File: config.mk
export PLATFORM = sky130hd
export DESIGN_NAME = mul_div_unit
export DESIGN_NICKNAME = d
export VERILOG_FILES = /design/src/rtl/mul_div_unit.sv
export SDC_FILE = /design/constraint.sdc
export NUM_CORES = 1
export LEC_CHECK = 0
export CAP_MARGIN = 15
export CORE_ASPECT_RATIO = 0.75
export CORE_MARGIN = 5
export CORE_UTILIZATION = 49
export DETAILED_ROUTE_END_ITERATION = 12
export HOLD_SLACK_MARGIN = 0.05
export PLACE_DENSITY = 0.77
export RECOVER_POWER = 50
export SLEW_MARGIN = 20
export SYNTH_ARGS = -nofsm -noshare
export SYNTH_HDL_FRONTEND = slang
export SYNTH_SLANG_ARGS = --single-unit
File: constraint.sdc
create_clock -name clk -period 3.8 [get_ports clk]
set_input_delay 0.76 -clock clk [delete_from_list [all_inputs] [get_ports clk]]
set_output_delay 0.76 -clock clk [all_outputs]
set_load 0.02 [all_outputs]
File: src/rtl/mul_div_unit.sv
// Iterative RV32M multiply/divide unit: shift-add multiply and restoring divide on
// operand magnitudes, one bit per cycle, with a sign-fix cycle before the result.
//   state  | meaning
//   IDLE   | waiting for start
//   CALC   | WIDTH iterations of shift-add / restoring subtract
//   FIX    | sign correction and result select
//   DONE   | result valid, done pulse
module mul_div_unit #(
    parameter int WIDTH = 32
) (
    input  logic             clk,
    input  logic             rst_n,
    input  logic             start,
    input  logic [2:0]       funct3,
    input  logic [WIDTH-1:0] op_a,
    input  logic [WIDTH-1:0] op_b,
    output logic             busy,
    output logic             done,
    output logic [WIDTH-1:0] result
);
    localparam int CW = (WIDTH > 1) ? $clog2(WIDTH) : 1;
    localparam logic [1:0] S_IDLE = 2'd0;
    localparam logic [1:0] S_CALC = 2'd1;
    localparam logic [1:0] S_FIX  = 2'd2;
    localparam logic [1:0] S_DONE = 2'd3;
    localparam logic [CW-1:0] CNT_LAST = CW'(WIDTH - 1);

    logic [1:0]         state_q, state_d;
    logic [CW-1:0]      cnt_q, cnt_d;
    logic [2:0]         f3_q, f3_d;
    logic               neg_q, neg_d, negr_q, negr_d;
    logic [WIDTH-1:0]   opnd_q, opnd_d, result_q, result_d;
    logic [2*WIDTH-1:0] acc_q, acc_d;

    logic               accept, is_div, sgn_a, sgn_b, neg_a, neg_b, div_zero, div_ovf;
    logic [WIDTH-1:0]   mag_a, mag_b, quo_fix, rem_fix;
    logic [WIDTH:0]     mul_sum, div_shift, div_diff;
    logic [2*WIDTH-1:0] acc_neg;

    assign accept   = start && (state_q == S_IDLE || state_q == S_DONE);
    assign is_div   = funct3[2];
    assign sgn_a    = (funct3 != 3'd3) && (funct3 != 3'd5) && (funct3 != 3'd7);
    assign sgn_b    = sgn_a && (funct3 != 3'd2);
    assign neg_a    = sgn_a & op_a[WIDTH-1];
    assign neg_b    = sgn_b & op_b[WIDTH-1];
    assign mag_a    = neg_a ? -op_a : op_a;
    assign mag_b    = neg_b ? -op_b : op_b;
    assign div_zero = (op_b == '0);
    assign div_ovf  = sgn_b && (op_a == {1'b1, {(WIDTH-1){1'b0}}}) && (op_b == '1);

    // Multiply: acc = {partial_hi, remaining multiplier}. Divide: acc = {remainder, dividend/quotient}.
    assign mul_sum   = {1'b0, acc_q[2*WIDTH-1:WIDTH]} + (acc_q[0] ? {1'b0, opnd_q} : '0);
    assign div_shift = acc_q[2*WIDTH-1:WIDTH-1];
    assign div_diff  = div_shift - {1'b0, opnd_q};
    assign acc_neg   = -acc_q;
    assign quo_fix   = neg_q  ? -acc_q[WIDTH-1:0]       : acc_q[WIDTH-1:0];
    assign rem_fix   = negr_q ? -acc_q[2*WIDTH-1:WIDTH] : acc_q[2*WIDTH-1:WIDTH];

    always_comb begin
        state_d  = state_q;
        cnt_d    = cnt_q;
        f3_d     = f3_q;
        neg_d    = neg_q;
        negr_d   = negr_q;
        opnd_d   = opnd_q;
        acc_d    = acc_q;
        result_d = result_q;
        case (state_q)
            S_CALC: begin
                if (f3_q[2]) begin
                    acc_d = div_diff[WIDTH] ? {div_shift[WIDTH-1:0], acc_q[WIDTH-2:0], 1'b0}
                                            : {div_diff[WIDTH-1:0], acc_q[WIDTH-2:0], 1'b1};
                end else begin
                    acc_d = {mul_sum, acc_q[WIDTH-1:1]};
                end
                cnt_d = cnt_q + 1'b1;
                if (cnt_q == CNT_LAST) state_d = S_FIX;
            end
            S_FIX: begin
                state_d = S_DONE;
                case (f3_q)
                    3'd0:             result_d = neg_q ? acc_neg[WIDTH-1:0] : acc_q[WIDTH-1:0];
                    3'd1, 3'd2, 3'd3: result_d = neg_q ? acc_neg[2*WIDTH-1:WIDTH]
                                                       : acc_q[2*WIDTH-1:WIDTH];
                    3'd4, 3'd5:       result_d = quo_fix;
                    default:          result_d = rem_fix;
                endcase
            end
            S_DONE:  state_d = S_IDLE;
            default: ;
        endcase
        if (accept) begin
            f3_d   = funct3;
            cnt_d  = '0;
            neg_d  = neg_a ^ neg_b;
            negr_d = neg_a;
            opnd_d = is_div ? mag_b : mag_a;
            acc_d  = {{WIDTH{1'b0}}, (is_div ? mag_a : mag_b)};
            // Divide-by-zero and signed overflow have fixed answers; skip the iteration.
            if (is_div && (div_zero || div_ovf)) begin
                state_d  = S_DONE;
                result_d = div_zero ? (funct3[1] ? op_a : '1) : (funct3[1] ? '0 : op_a);
            end else begin
                state_d = S_CALC;
            end
        end
    end

    always_ff @(posedge clk or negedge rst_n) begin
        if (!rst_n) begin
            state_q  <= S_IDLE;
            cnt_q    <= '0;
            f3_q     <= '0;
            neg_q    <= 1'b0;
            negr_q   <= 1'b0;
            opnd_q   <= '0;
            acc_q    <= '0;
            result_q <= '0;
        end else begin
            state_q  <= state_d;
            cnt_q    <= cnt_d;
            f3_q     <= f3_d;
            neg_q    <= neg_d;
            negr_q   <= negr_d;
            opnd_q   <= opnd_d;
            acc_q    <= acc_d;
            result_q <= result_d;
        end
    end

    assign busy   = (state_q == S_CALC) || (state_q == S_FIX);
    assign done   = (state_q == S_DONE);
    assign result = result_q;
endmodule

==> results of run 1 <==
[area by class of cell]
type                    instances  area [sq um]
flip-flops and latches        140          3506
clock buffers                  18         439.2
inverters                      68         257.7
well taps                     399         499.2
clock inverters                14         160.2
repair buffers                277          2430
multi-input cells            1639         10590
fillers                      2726         12190
[Yosys cell counts (all sizes together), types with 4 or more instances]
library cell,instances
nand4b,5
nor2b,7
xnor2,101
o21ai,221
clkbuf,104
o41ai,13
o21bai,4
o211ai,56
or3,23
a211oi,50
xor2,83
mux2,4
a21oi,167
o31ai,27
nand2b,20
nor3,27
o22ai,29
mux2i,54
o221ai,6
nor4,22
a2111oi,4
or4,23
a22oi,8
ha,77
and3,10
a31oi,17
dfrtp,140
nand4,22
o31a,5
nor2,172
and2,8
o21a,16
nand3,32
a21o,32
a31o,4
nand2,236
buf,28
inv,66
or2,13
[tightest hold or removal path: stages, from the launching register on]
cell and delay (ns):
dfrtp_1 0.34, nand2_1 0.05, o21ai_0 0.06
[path summary, 6_finish.rpt]
kind	cells past startpoint	startpoint	slack, ns	end
setup / recovery	13	acc_q[31]	0.09	acc_q[63]
hold / removal	2	opnd_q[5]	0.48	opnd_q[5]
setup reg to reg	13	acc_q[31]	0.09	acc_q[63]
hold reg to reg	2	opnd_q[5]	0.48	opnd_q[5]
max in group asynchronous	2	rst_n	1.05	opnd_q[15]
min in group asynchronous	1	rst_n	0.81	acc_q[61]
[layer usage]
metal | wire (um) | GRT usage [%]
met5 | 0 | 0
met4 | 1653 | 10.40
met3 | 6012 | 7.440
met2 | 25210 | 49.32
met1 | 25730 | 49.19
[power by group]
part | leakage [nW] | switching (W) | internal [W] | total [W]
clock | 0.280 | 0.000767 | 0.000994 | 0.00176
sequential | 1.72 | 0.000804 | 0.00220 | 0.00300
combinational | 5.43 | 0.00711 | 0.00450 | 0.0116
total | 7.43 | 0.00868 | 0.00769 | 0.0164
[state kept, by name, summed over array words and instances, names as in the netlist]
signal   count
result      32
acc_q       64
negr_q       1
opnd_q      32
neg_q        1
f3_q         3
cnt_q        5
state_q      2
[timing repair]
action / CTS / global route
pin swaps: 1 / 4
endpoints found under the hold margin: 0 / 0
setup endpoints to repair: 2 / 5
gates resized for setup: 1 / 10
hold buffers: 0 / 0
[metrics by stage]
stage	setup slack [ns]	power [W]	instance area, sq um	util, %	TNS [ns]
after global placement	-0.2175	0.01399	17270	57.42	-1.556
final	0.09226	0.01637	17880	59.47	0
after CTS	0.01976	0.01603	17870	59.43	0
after floorplan	0.2955	0.01039	14870	-	0
after global routing	0.004121	0.01740	17880	59.47	0
after detailed placement	-0.2173	0.01422	17270	57.42	-2.401
[cell families (layout without fill, tap and decap cells)]
logic type      after synthesis  after routing
buf+inv                     200            377
flops                       140            140
xor+xnor                    184            184
fa+ha+maj                    80             80
simple gates                627            627
compound gates              690            690
mux                          58             58
==> impl_results.md, run 1 <==
* Top-level port count at 104
* Final slew viol count at 103
* IO Port Bufs at 103
* MaxCap Viol Count at 2
* Req. time, crit path at 4.15 ns
* Post-Synth Simple-Gate Area at 19.84%
* CP startpoint kind: flop
* Status: finished, violations left
* Worst-Skew Late Latency at 0.46 ns
* Row count at 55
* First-pass GRT wire length at 89.87 mm
* Via/cell ratio at 6.462
* Clock Tree Buf Depth at 2
* ANT cells at 0
* Crit end category: flop
* Drt total wl at 58.60 mm
* Synthesized flop and latch total at 140
* Share of post-route cells with drive strength above 1 at about an eighth
* Die X at 211.1 um
* Mean cell area of the mapped netlist at 7.512 sq um
* WP buf/inv at 2
* Largest net degree at the start of global routing at a little over 80
* Core Area at 0.03007 sq mm
* Vias in the first global route at 15162
* Post-CTS Setup Bufs at 0
* Detail Route Antenna Nets at 0
* Most common cell after layout, fill and taps aside: nand2_1
* Final hold violation count at 0
* Failing checks: max-capacitance violations, max-slew violations
* Share of the synthesized area in the top cell type at 23.57%
* First drt pass iteration count at 7
* Worst Tran Pin Value at between 1.5 and 2 ns
* Die height at 160.9 um
* Clock skew at 0.01353 ns
* Total CTS buffers at 17
* Synthesized-area fraction occupied by adder cells at 6.817%
* Power Density at 915.6 mW/mm^2
* Final worst-path cycle share at between 90% and 100%
* Initial Utilization at about half
* WS Path Type: reg -> reg
* H-tree Lvls at 4
* Clock-pin slew on the worst setup and hold paths at roughly 0.070 ns
* Detailed-route DRC error count at 0
* Yosys top cell by area: dfrtp_1
* RSZ-0062 raised after global routing: false
* Final std cells w/o fill at around 2600
* Grt ovf at 0
* All-Layer GR Usage at 33.62%
* CTS tree: built
* Clock sinks at 140
* Post-synthesis mux area share at 3.939%
* Initial DRC count at 2048
* Lkg Pwr at 7.433 nW
* Peak supply drop at 0.5796 mV
* Number of flops mapped to enable cells by yosys at 0
* Rel. slew slack at -27.14%
* Placed insts at 2523
* CP Max Fanout at 3
* CP top delay family: simple AND/OR/NAND/NOR gates
* Hold Path Class: reg -> reg
* Largest family of logic cells by synthesized area: compound AO/OA/AOI/OAI gates
* Placed wire-length estimate at 45.51 mm
* Post-layout minimum cycle time at about 3.7 ns
* Post-Syn Area at 0.01487 sq mm
* Root Buffer Master: clkbuf_16
* Asr flop ratio synth at 100.0%
* Nets@finish at 2292
* Crit-path max cell delay at 0.56 ns
* Top FF cell, synth: dfrtp_1
* CP arrival at ~4.1 ns
* Gate Count Post-Synth at 1979
* Net count after synthesis at 2128
* Leading post-synthesis cells by cell area: dfrtp_1, o21ai_0, ha_1
* Seq/Total Area, Yosys at 23.57%
* Most frequent cells in the layout: nand2_1, o21ai_0, nor2_1
* Xor/xnor share of the synthesized area at 10.84%
* Slowest stage cell on the critical path: or4_1
* Synth warnings at 0
* Via count at between 15000 and 20000
* Fin Hold WS at 0.4818 ns
* RePlAce Congestion at 0.9868
* Initial antenna violation count at 0
* WL per Instance at around 23 um
* Synth Area in Compound Gates at around 30%
* Critical path, cell by cell: inv_4 > ha_2 > fa_1 > nand2b_4 > a21oi_2 > o211ai_1 > a211oi_1 > buf_4 > o2111a_1 > or4_1 > or4_1 > mux2_2 > o2111a_1
* Netlist cell types at 83
* Max Fclk at between 200 and 300 MHz
* Final Setup Violations at 0
* Area growth from synthesis to layout at 20.30%
* Die area at 0.03396 sq mm
No activity file was read; power rests on OpenSTA's default activity.
==> inputs of run 2 (changes only) <==
--- a/config.mk
+++ b/config.mk
@@ -11,7 +11,7 @@
 export CORE_UTILIZATION = 49
 export DETAILED_ROUTE_END_ITERATION = 12
 export HOLD_SLACK_MARGIN = 0.05
-export PLACE_DENSITY = 0.77
+export PLACE_DENSITY = 0.79
 export RECOVER_POWER = 50
 export SLEW_MARGIN = 20
 export SYNTH_ARGS = -nofsm -noshare
==> run 2 against run 1 <==
Compared with the run above: the flow still finishes with violations (max-capacitance violations, max-slew violations); total power increased by 2.1%; global-route usage decreased by 0.34 points; clock skew decreased by 0.0031 ns; first-iteration DRC count increased by 12%; combinational power about the same; critical endpoint unchanged.
==> impl_results.md, run 2 (synthesized netlist as in run 1, its figures left out) <==
* Peak supply drop at 0.5945 mV (was 0.5796 mV)
* Hold Path Stages at 2 (unchanged)
* Req. time, crit path at 4.14 ns (was 4.15 ns)
* Total CTS buffers at 17 (unchanged)
* Area growth from synthesis to layout at 21.55% (was 20.30%)
* Max reg flops at 64 (unchanged)
* Placed wire-length estimate at 45.34 mm (was 45.51 mm)
* All-Layer GR Usage at 33.28% (was 33.62%)
* Status: finished, violations left (unchanged)
* R2R setup slack at 0.09 ns (about the same)
* Row count at 55 (unchanged)
* Vias in the first global route at 15581 (was 15162)
* ANT cells at 0 (unchanged)
* Power Density at 925.4 mW/mm^2 (was 915.6 mW/mm^2)
* Die X at 211.1 um (unchanged)
* R2R cell count at 11 (was 13)
* Crit end category: flop (unchanged)
* Most frequent cells in the layout: nand2_1, o21ai_0, buf_4 (was nand2_1, o21ai_0, nor2_1)
* Die height at 160.9 um (unchanged)
* WL per Instance at 22.68 um (was 22.94 um)
* IO Port Bufs at 103 (unchanged)
* Clock sinks at 140 (unchanged)
* CP Max Fanout at 6 (was 3)
* Clock-pin slew on the worst setup and hold paths at 0.06 ns (was 0.07 ns)
* Core Area at 0.03007 sq mm (unchanged)
* Hold wc startpoint: opnd_q[11] (was opnd_q[5])
* Lkg Pwr at 7.525 nW (was 7.433 nW)
* Initial Utilization at 49.44% (unchanged)
* Detail Route Antenna Nets at 0 (unchanged)
* Root Buffer Master: clkbuf_16 (unchanged)
* RSZ-0062 raised after global routing: true (was false)
* CTS tree: built (unchanged)
* Failing checks: max-capacitance violations, max-slew violations (unchanged)
* Worst Tran Pin Value at 2.064 ns (was 1.907 ns)
* Top reg by flops: acc_q (unchanged)
* Via count at 16561 (was 16510)
* Detailed-route DRC error count at 0 (unchanged)
* Final worst-path cycle share at 97.73% (was 97.57%)
* Reg2Reg Capture Point: acc_q[63] (unchanged)
* FF-to-FF Start: opnd_q[19] (was acc_q[31])
* Final Util at 60.09% (was 59.47%)
* Nets@finish at 2303 (was 2292)
* CTS Hold Bufs at 0 (unchanged)
* H-tree Lvls at 4 (unchanged)
* Max Fclk at 269.3 MHz (was 269.7 MHz)
* Share of post-route cells with drive strength above 1 at 13.20% (was 12.48%)
* Die area at 0.03396 sq mm (unchanged)
* Final Setup Violations at 0 (unchanged)
* Hold Path Sink: opnd_q[11] (was opnd_q[5])
* Clock Tree Buf Depth at 2 (unchanged)
* Largest net degree at the start of global routing at 82 (was 81)
* Final slew viol count at 75 (was 103)
* Most common cell after layout, fill and taps aside: nand2_1 (unchanged)
* First drt pass iteration count at 7 (unchanged)
* Clock skew at 0.01048 ns (was 0.01353 ns)
* Hold Path Class: reg -> reg (unchanged)
* Initial DRC count at 2298 (was 2048)
* MaxCap Viol Count at 1 (was 2)
* Setup TNS at 0 ns (unchanged)
* Top-level port count at 104 (unchanged)
* Rel. slew slack at -37.59% (was -27.14%)
* Post-layout minimum cycle time at 3.714 ns (was 3.708 ns)
* RePlAce Congestion at 1.029 (was 0.9868)
* Worst-Skew Late Latency at 0.45 ns (was 0.46 ns)
* Drt total wl at 58.19 mm (was 58.60 mm)
* CP arrival at 4.06 ns (about the same)
* WS Path Type: reg -> reg (unchanged)
* Grt ovf at 0 (unchanged)
* CP startpoint kind: flop (unchanged)
* Initial antenna violation count at 1 (was 0)
* First-pass GRT wire length at 89.84 mm (was 89.87 mm)
* Via/cell ratio at 6.454 (was 6.462)
* Final hold violation count at 0 (unchanged)
## run 2: changes by cell type in the layout (fill, tap and decap cells not counted), moves of 2 or more
cell       delta
buf_12        -2
buf_4        +11
bufinv_16     +4
clkbuf_1      +3
clkinv_2      +3
clkinv_4      -4
ha_1          -2
ha_4          +2
inv_6         -4
nor2_1        -2
nor2_2        +2
## run 2: final cells by class
class                           count  area, sq um
Fill cell                        2620        12000
Timing Repair Buffer              288         2481
Clock inverter                     12        217.7
Clock buffer                       20        446.7
Multi-Input combinational cell   1639        10660
Tap cell                          399        499.2
Sequential cell                   140         3505
Inverter                           68        257.7
## run 2: routing by layer
layer  wire (um)  global-route usage, %  vias up
li1            -                      -     7558
met1       25110                  48.01     7907
met2       24310                  47.13      962
met3        6638                  9.373      132
met4        2128                  12.34        2
met5           7                      0        -
## run 2: how the worst max path moves through the flow
stage / start / end / slack [ns]
after detailed placement: op_b[2] / opnd_q[23] / -0.32
after CTS: acc_q[31] / acc_q[63] / 0.006
after global placement: op_a[1] / opnd_q[23] / -0.27
final: opnd_q[19] / acc_q[63] / 0.09
after floorplan: acc_q[31] / acc_q[63] / 0.30
after global routing: acc_q[0] / acc_q[57] / -0.004
## run 2: report_power, final
part,internal [W],leakage (nW),switching [W]
clock network,0.00124,0.316,0.000716
registers,0.00220,1.72,0.000833
logic,0.00457,5.49,0.00716
total,0.00802,7.53,0.00871
## run 2: stage by stage
step           hold WS (ns)  total power (W)  std cells  worst slack [ns]  cell area, sq um
3_3_place_gp         0.4652          0.01395       2534           -0.2748             17340
3_5_place_dp         0.4713          0.01422       2534           -0.3211             17340
4_1_cts              0.3761          0.01625       2566          0.005748             18010
2_1_floorplan        0.4498          0.01039       1979            0.2955             14870
5_1_grt              0.5083          0.01774       2566         -0.004199             18070
6_report             0.4806          0.01672       2566           0.08641             18070
## run 2: timing repair
item / 4_1_cts / 5_1_grt
cloned: 0 / 0
setup endpoints to repair: 2 / 15
buffers inserted: 0 / 2
gates resized for setup: 3 / 19
endpoints found under the hold margin: 0 / 0
pin swaps: 3 / 8
## run 2: critical path, cell delays in order, from the launching register on
cell and delay [ns]:
dfrtp_1 0.45, inv_1 0.13, ha_1 0.43, and4_4 0.23
nand2b_1 0.15, nor2_1 0.11, or3_4 0.44, o2111a_1 0.27
or4_4 0.49, or4_1 0.52, mux2_2 0.28, o2111a_1 0.11
==> inputs of run 3 (changes only) <==
--- a/config.mk
+++ b/config.mk
@@ -6,12 +6,14 @@
 export NUM_CORES = 1
 export LEC_CHECK = 0
 export CAP_MARGIN = 15
+export CELL_PAD_IN_SITES_DETAIL_PLACEMENT = 0
+export CELL_PAD_IN_SITES_GLOBAL_PLACEMENT = 2
 export CORE_ASPECT_RATIO = 0.75
 export CORE_MARGIN = 5
-export CORE_UTILIZATION = 49
+export CORE_UTILIZATION = 32
 export DETAILED_ROUTE_END_ITERATION = 12
 export HOLD_SLACK_MARGIN = 0.05
-export PLACE_DENSITY = 0.79
+export PLACE_DENSITY = 0.86
 export RECOVER_POWER = 50
 export SLEW_MARGIN = 20
 export SYNTH_ARGS = -nofsm -noshare
==> run 3 against run 2 <==
Compared with the run above: the flow still finishes with violations (max-capacitance violations, max-slew violations); sequential share of layout area shrank 0.22 points; total power fell by 0.87%; first-iteration DRC count is 28% lower; sequential power barely moved; die area up 50%; global-route usage shrank 9.9 points; final area increased by 1.2%; final cell count increased by 8.0%; largest cell class unchanged.
==> impl_results.md, run 3 (synthesized netlist as in run 1, its figures left out) <==
* Die area at 0.05091 sq mm (was 0.03396 sq mm)
* Grt ovf at 0 (unchanged)
* Row count at 68 (was 55)
* Place WS at -0.2982 ns (was -0.3211 ns)
* RSZ-0062 raised after global routing: true (unchanged)
* Req. time, crit path at 4.14 ns (about the same)
* Most frequent cells in the layout: nand2_1, o21ai_0, buf_4 (unchanged)
* Fill cells at 4726 (was 2620)
* Status: finished, violations left (unchanged)
* Initial DRC count at 1648 (was 2298)
* Worst-Skew Late Latency at 0.45 ns (about the same)
* All-Layer GR Usage at 23.41% (was 33.28%)
* Reg2Reg Capture Point: acc_q[63] (unchanged)
* Slowest stage cell on the critical path: or4_4 (was or4_1)
* Final worst-path cycle share at 97.22% (was 97.73%)
* Total CTS buffers at 17 (unchanged)
* Crit-path max cell delay at 0.56 ns (was 0.52 ns)
* Hold Path Class: reg -> reg (unchanged)
* Power Density at 906.9 mW/mm^2 (was 925.4 mW/mm^2)
* Die X at 258.9 um (was 211.1 um)
* Hold Path Sink: opnd_q[5] (was opnd_q[11])
* Final Setup Violations at 0 (unchanged)
* Via count at 16144 (was 16561)
* Crit end category: flop (unchanged)
* Final hold violation count at 0 (unchanged)
* CP Max Fanout at 2 (was 6)
* CP arrival at 4.03 ns (was 4.06 ns)
* Fin Hold WS at 0.4907 ns (was 0.4806 ns)
* Nets@finish at 2311 (was 2303)
* Placed wire-length estimate at 49.08 mm (was 45.34 mm)
* Max reg flops at 64 (unchanged)
* Clock sinks at 140 (unchanged)
* Detail Route Antenna Nets at 0 (unchanged)
* WP buf/inv at 5 (was 1)
* CTS tree: built (unchanged)
* H-tree Lvls at 4 (unchanged)
* FF-to-FF Start: acc_q[31] (was opnd_q[19])
* R2R setup slack at 0.11 ns (was 0.09 ns)
* Setup ws final at 0.1057 ns (was 0.08641 ns)
* IO Port Bufs at 103 (unchanged)
* Hold Path Stages at 2 (unchanged)
* Root Buffer Master: clkbuf_16 (unchanged)
* Failing checks: max-capacitance violations, max-slew violations (unchanged)
* Top reg by flops: acc_q (unchanged)
* CTS Hold Bufs at 0 (unchanged)
* Worst Tran Pin Value at 2.024 ns (was 2.064 ns)
* Drt total wl at 61.79 mm (was 58.19 mm)
* CP startpoint kind: flop (unchanged)
* Vias in the first global route at 14960 (was 15581)
* Initial antenna violation count at 0 (was 1)
* WS Path Type: reg -> reg (unchanged)
* Area growth from synthesis to layout at 22.96% (was 21.55%)
* Clock Tree Buf Depth at 2 (unchanged)
* Detailed-route DRC error count at 0 (unchanged)
* ANT cells at 0 (unchanged)
* RePlAce Congestion at 1.010 (was 1.029)
* Most common cell after layout, fill and taps aside: nand2_1 (unchanged)
* First-pass GRT wire length at 92.94 mm (was 89.84 mm)
* Critical path, cell by cell: clkinv_4 > ha_4 > fa_2 > nand2b_4 > a21oi_2 > buf_4 > o211ai_1 > buf_4 > a211oi_2 > buf_4 > buf_4 > o2111a_1 > or4_4 > or4_1 > mux2_2 > o2111a_1 (was inv_1 > ha_1 > and4_4 > nand2b_1 > nor2_1 > or3_4 > o2111a_1 > or4_4 > or4_1 > mux2_2 > o2111a_1)
* Peak supply drop at 0.4073 mV (was 0.5945 mV)
* CP top delay family: simple AND/OR/NAND/NOR gates (unchanged)
* Clock-pin slew on the worst setup and hold paths at 0.07 ns (was 0.06 ns)
* Top-level port count at 104 (unchanged)
* Max Fclk at 270.7 MHz (was 269.3 MHz)
* R2R cell count at 16 (was 11)
* Final slew viol count at 67 (was 75)
* Lkg Pwr at 7.525 nW (about the same)
* Hold wc startpoint: opnd_q[5] (was opnd_q[11])
* Clock skew at 0.01317 ns (was 0.01048 ns)
* Die height at 196.7 um (was 160.9 um)
* CP dominant cell by count: buf_4 (was o2111a_1)
* WL per Instance at 22.31 um (was 22.68 um)
* Critical path depth at 16 (was 11)
* Total power at 0.01658 W (was 0.01672 W)
* First drt pass iteration count at 5 (was 7)
* Rel. slew slack at -34.92% (was -37.59%)
* MaxCap Viol Count at 1 (unchanged)
* Share of post-route cells with drive strength above 1 at 13.52% (was 13.20%)
* Largest net degree at the start of global routing at 93 (was 82)
* Post-layout minimum cycle time at 3.694 ns (was 3.714 ns)
* Core Area at 0.04594 sq mm (was 0.03007 sq mm)
* Initial Utilization at 32.36% (was 49.44%)
* Via/cell ratio at 5.828 (was 6.454)
==> run 3: cell count changes in the layout (fill, tap and decap cells not counted), moves of 2 or more <==
cell	before	now
dlygate4sd3_1	6	4
inv_6	0	5
buf_4	173	181
clkbuf_1	5	1
a21oi_2	4	6
clkdlybuf4s50_1	95	97
clkinv_4	0	3
bufinv_16	6	1
inv_8	0	3
clkinv_2	3	0
==> run 3: cell type report <==
| cell class | count | area [sq um] | area share (%) |
|---|---|---|---|
| inverter | 68 | 260.3 | 1.424 |
| tap | 595 | 744.5 | 4.073 |
| timing repair buffer | 296 | 2569 | 14.05 |
| sequential | 140 | 3505 | 19.17 |
| clock buffer | 17 | 425.4 | 2.327 |
| clock inverter | 15 | 155.1 | 0.8487 |
| multi-input combinational | 1639 | 10620 | 58.10 |
==> run 3: report_power, final <==
part	switching (W)	total [W]	internal [W]	leakage, nW
registers	0.000809	0.00301	0.00220	1.72
clock network	0.000816	0.00174	0.000926	0.273
logic	0.00720	0.0118	0.00463	5.53
total	0.00883	0.0166	0.00775	7.52
==> run 3: tightest hold or removal path, delay by kind of cell (launching register included) <==
family	cells	cell delay [ns]
AO/OA/AOI/OAI	1	0.06
AND/OR/NAND/NOR	1	0.05
flip-flops	1	0.35
==> run 3: how the worst max path moves through the flow <==
stage / endpoint / slack [ns] / start
final: acc_q[63] / 0.11 / acc_q[31]
after global routing: acc_q[63] / -0.05 / acc_q[31]
after CTS: acc_q[63] / 0.03 / acc_q[31]
after detailed placement: opnd_q[22] / -0.30 / op_a[1]
after global placement: opnd_q[22] / -0.24 / op_a[0]
after floorplan: acc_q[63] / 0.30 / acc_q[31]
==> run 3: through the flow <==
stage | TNS, ns | instances | instance area [sq um] | util (%)
floorplan | 0 | 1979 | 14870 | -
global placement | -2.439 | 2737 | 17650 | 38.43
detailed placement | -4.927 | 2737 | 17650 | 38.43
CTS | 0 | 2769 | 18250 | 39.72
global route | -0.07380 | 2770 | 18280 | 39.79
finish | 0 | 2770 | 18280 | 39.79
==> run 3: timing repair <==
action | in CTS | in global routing
buffers inserted | 0 | 1
setup endpoints to repair | 15 | 18
pin swaps | 2 | 3
resized for setup | 4 | 15
==> run 3: routing by layer <==
metal  part of all wire, %  vias to the layer above  GRT usage (%)
met4                   1.4                        0          4.464
met5                     0                        -              0
met3                   8.0                       44          3.701
li1                      -                     7568              -
met1                    50                     7876          37.61
met2                    41                      656          32.76
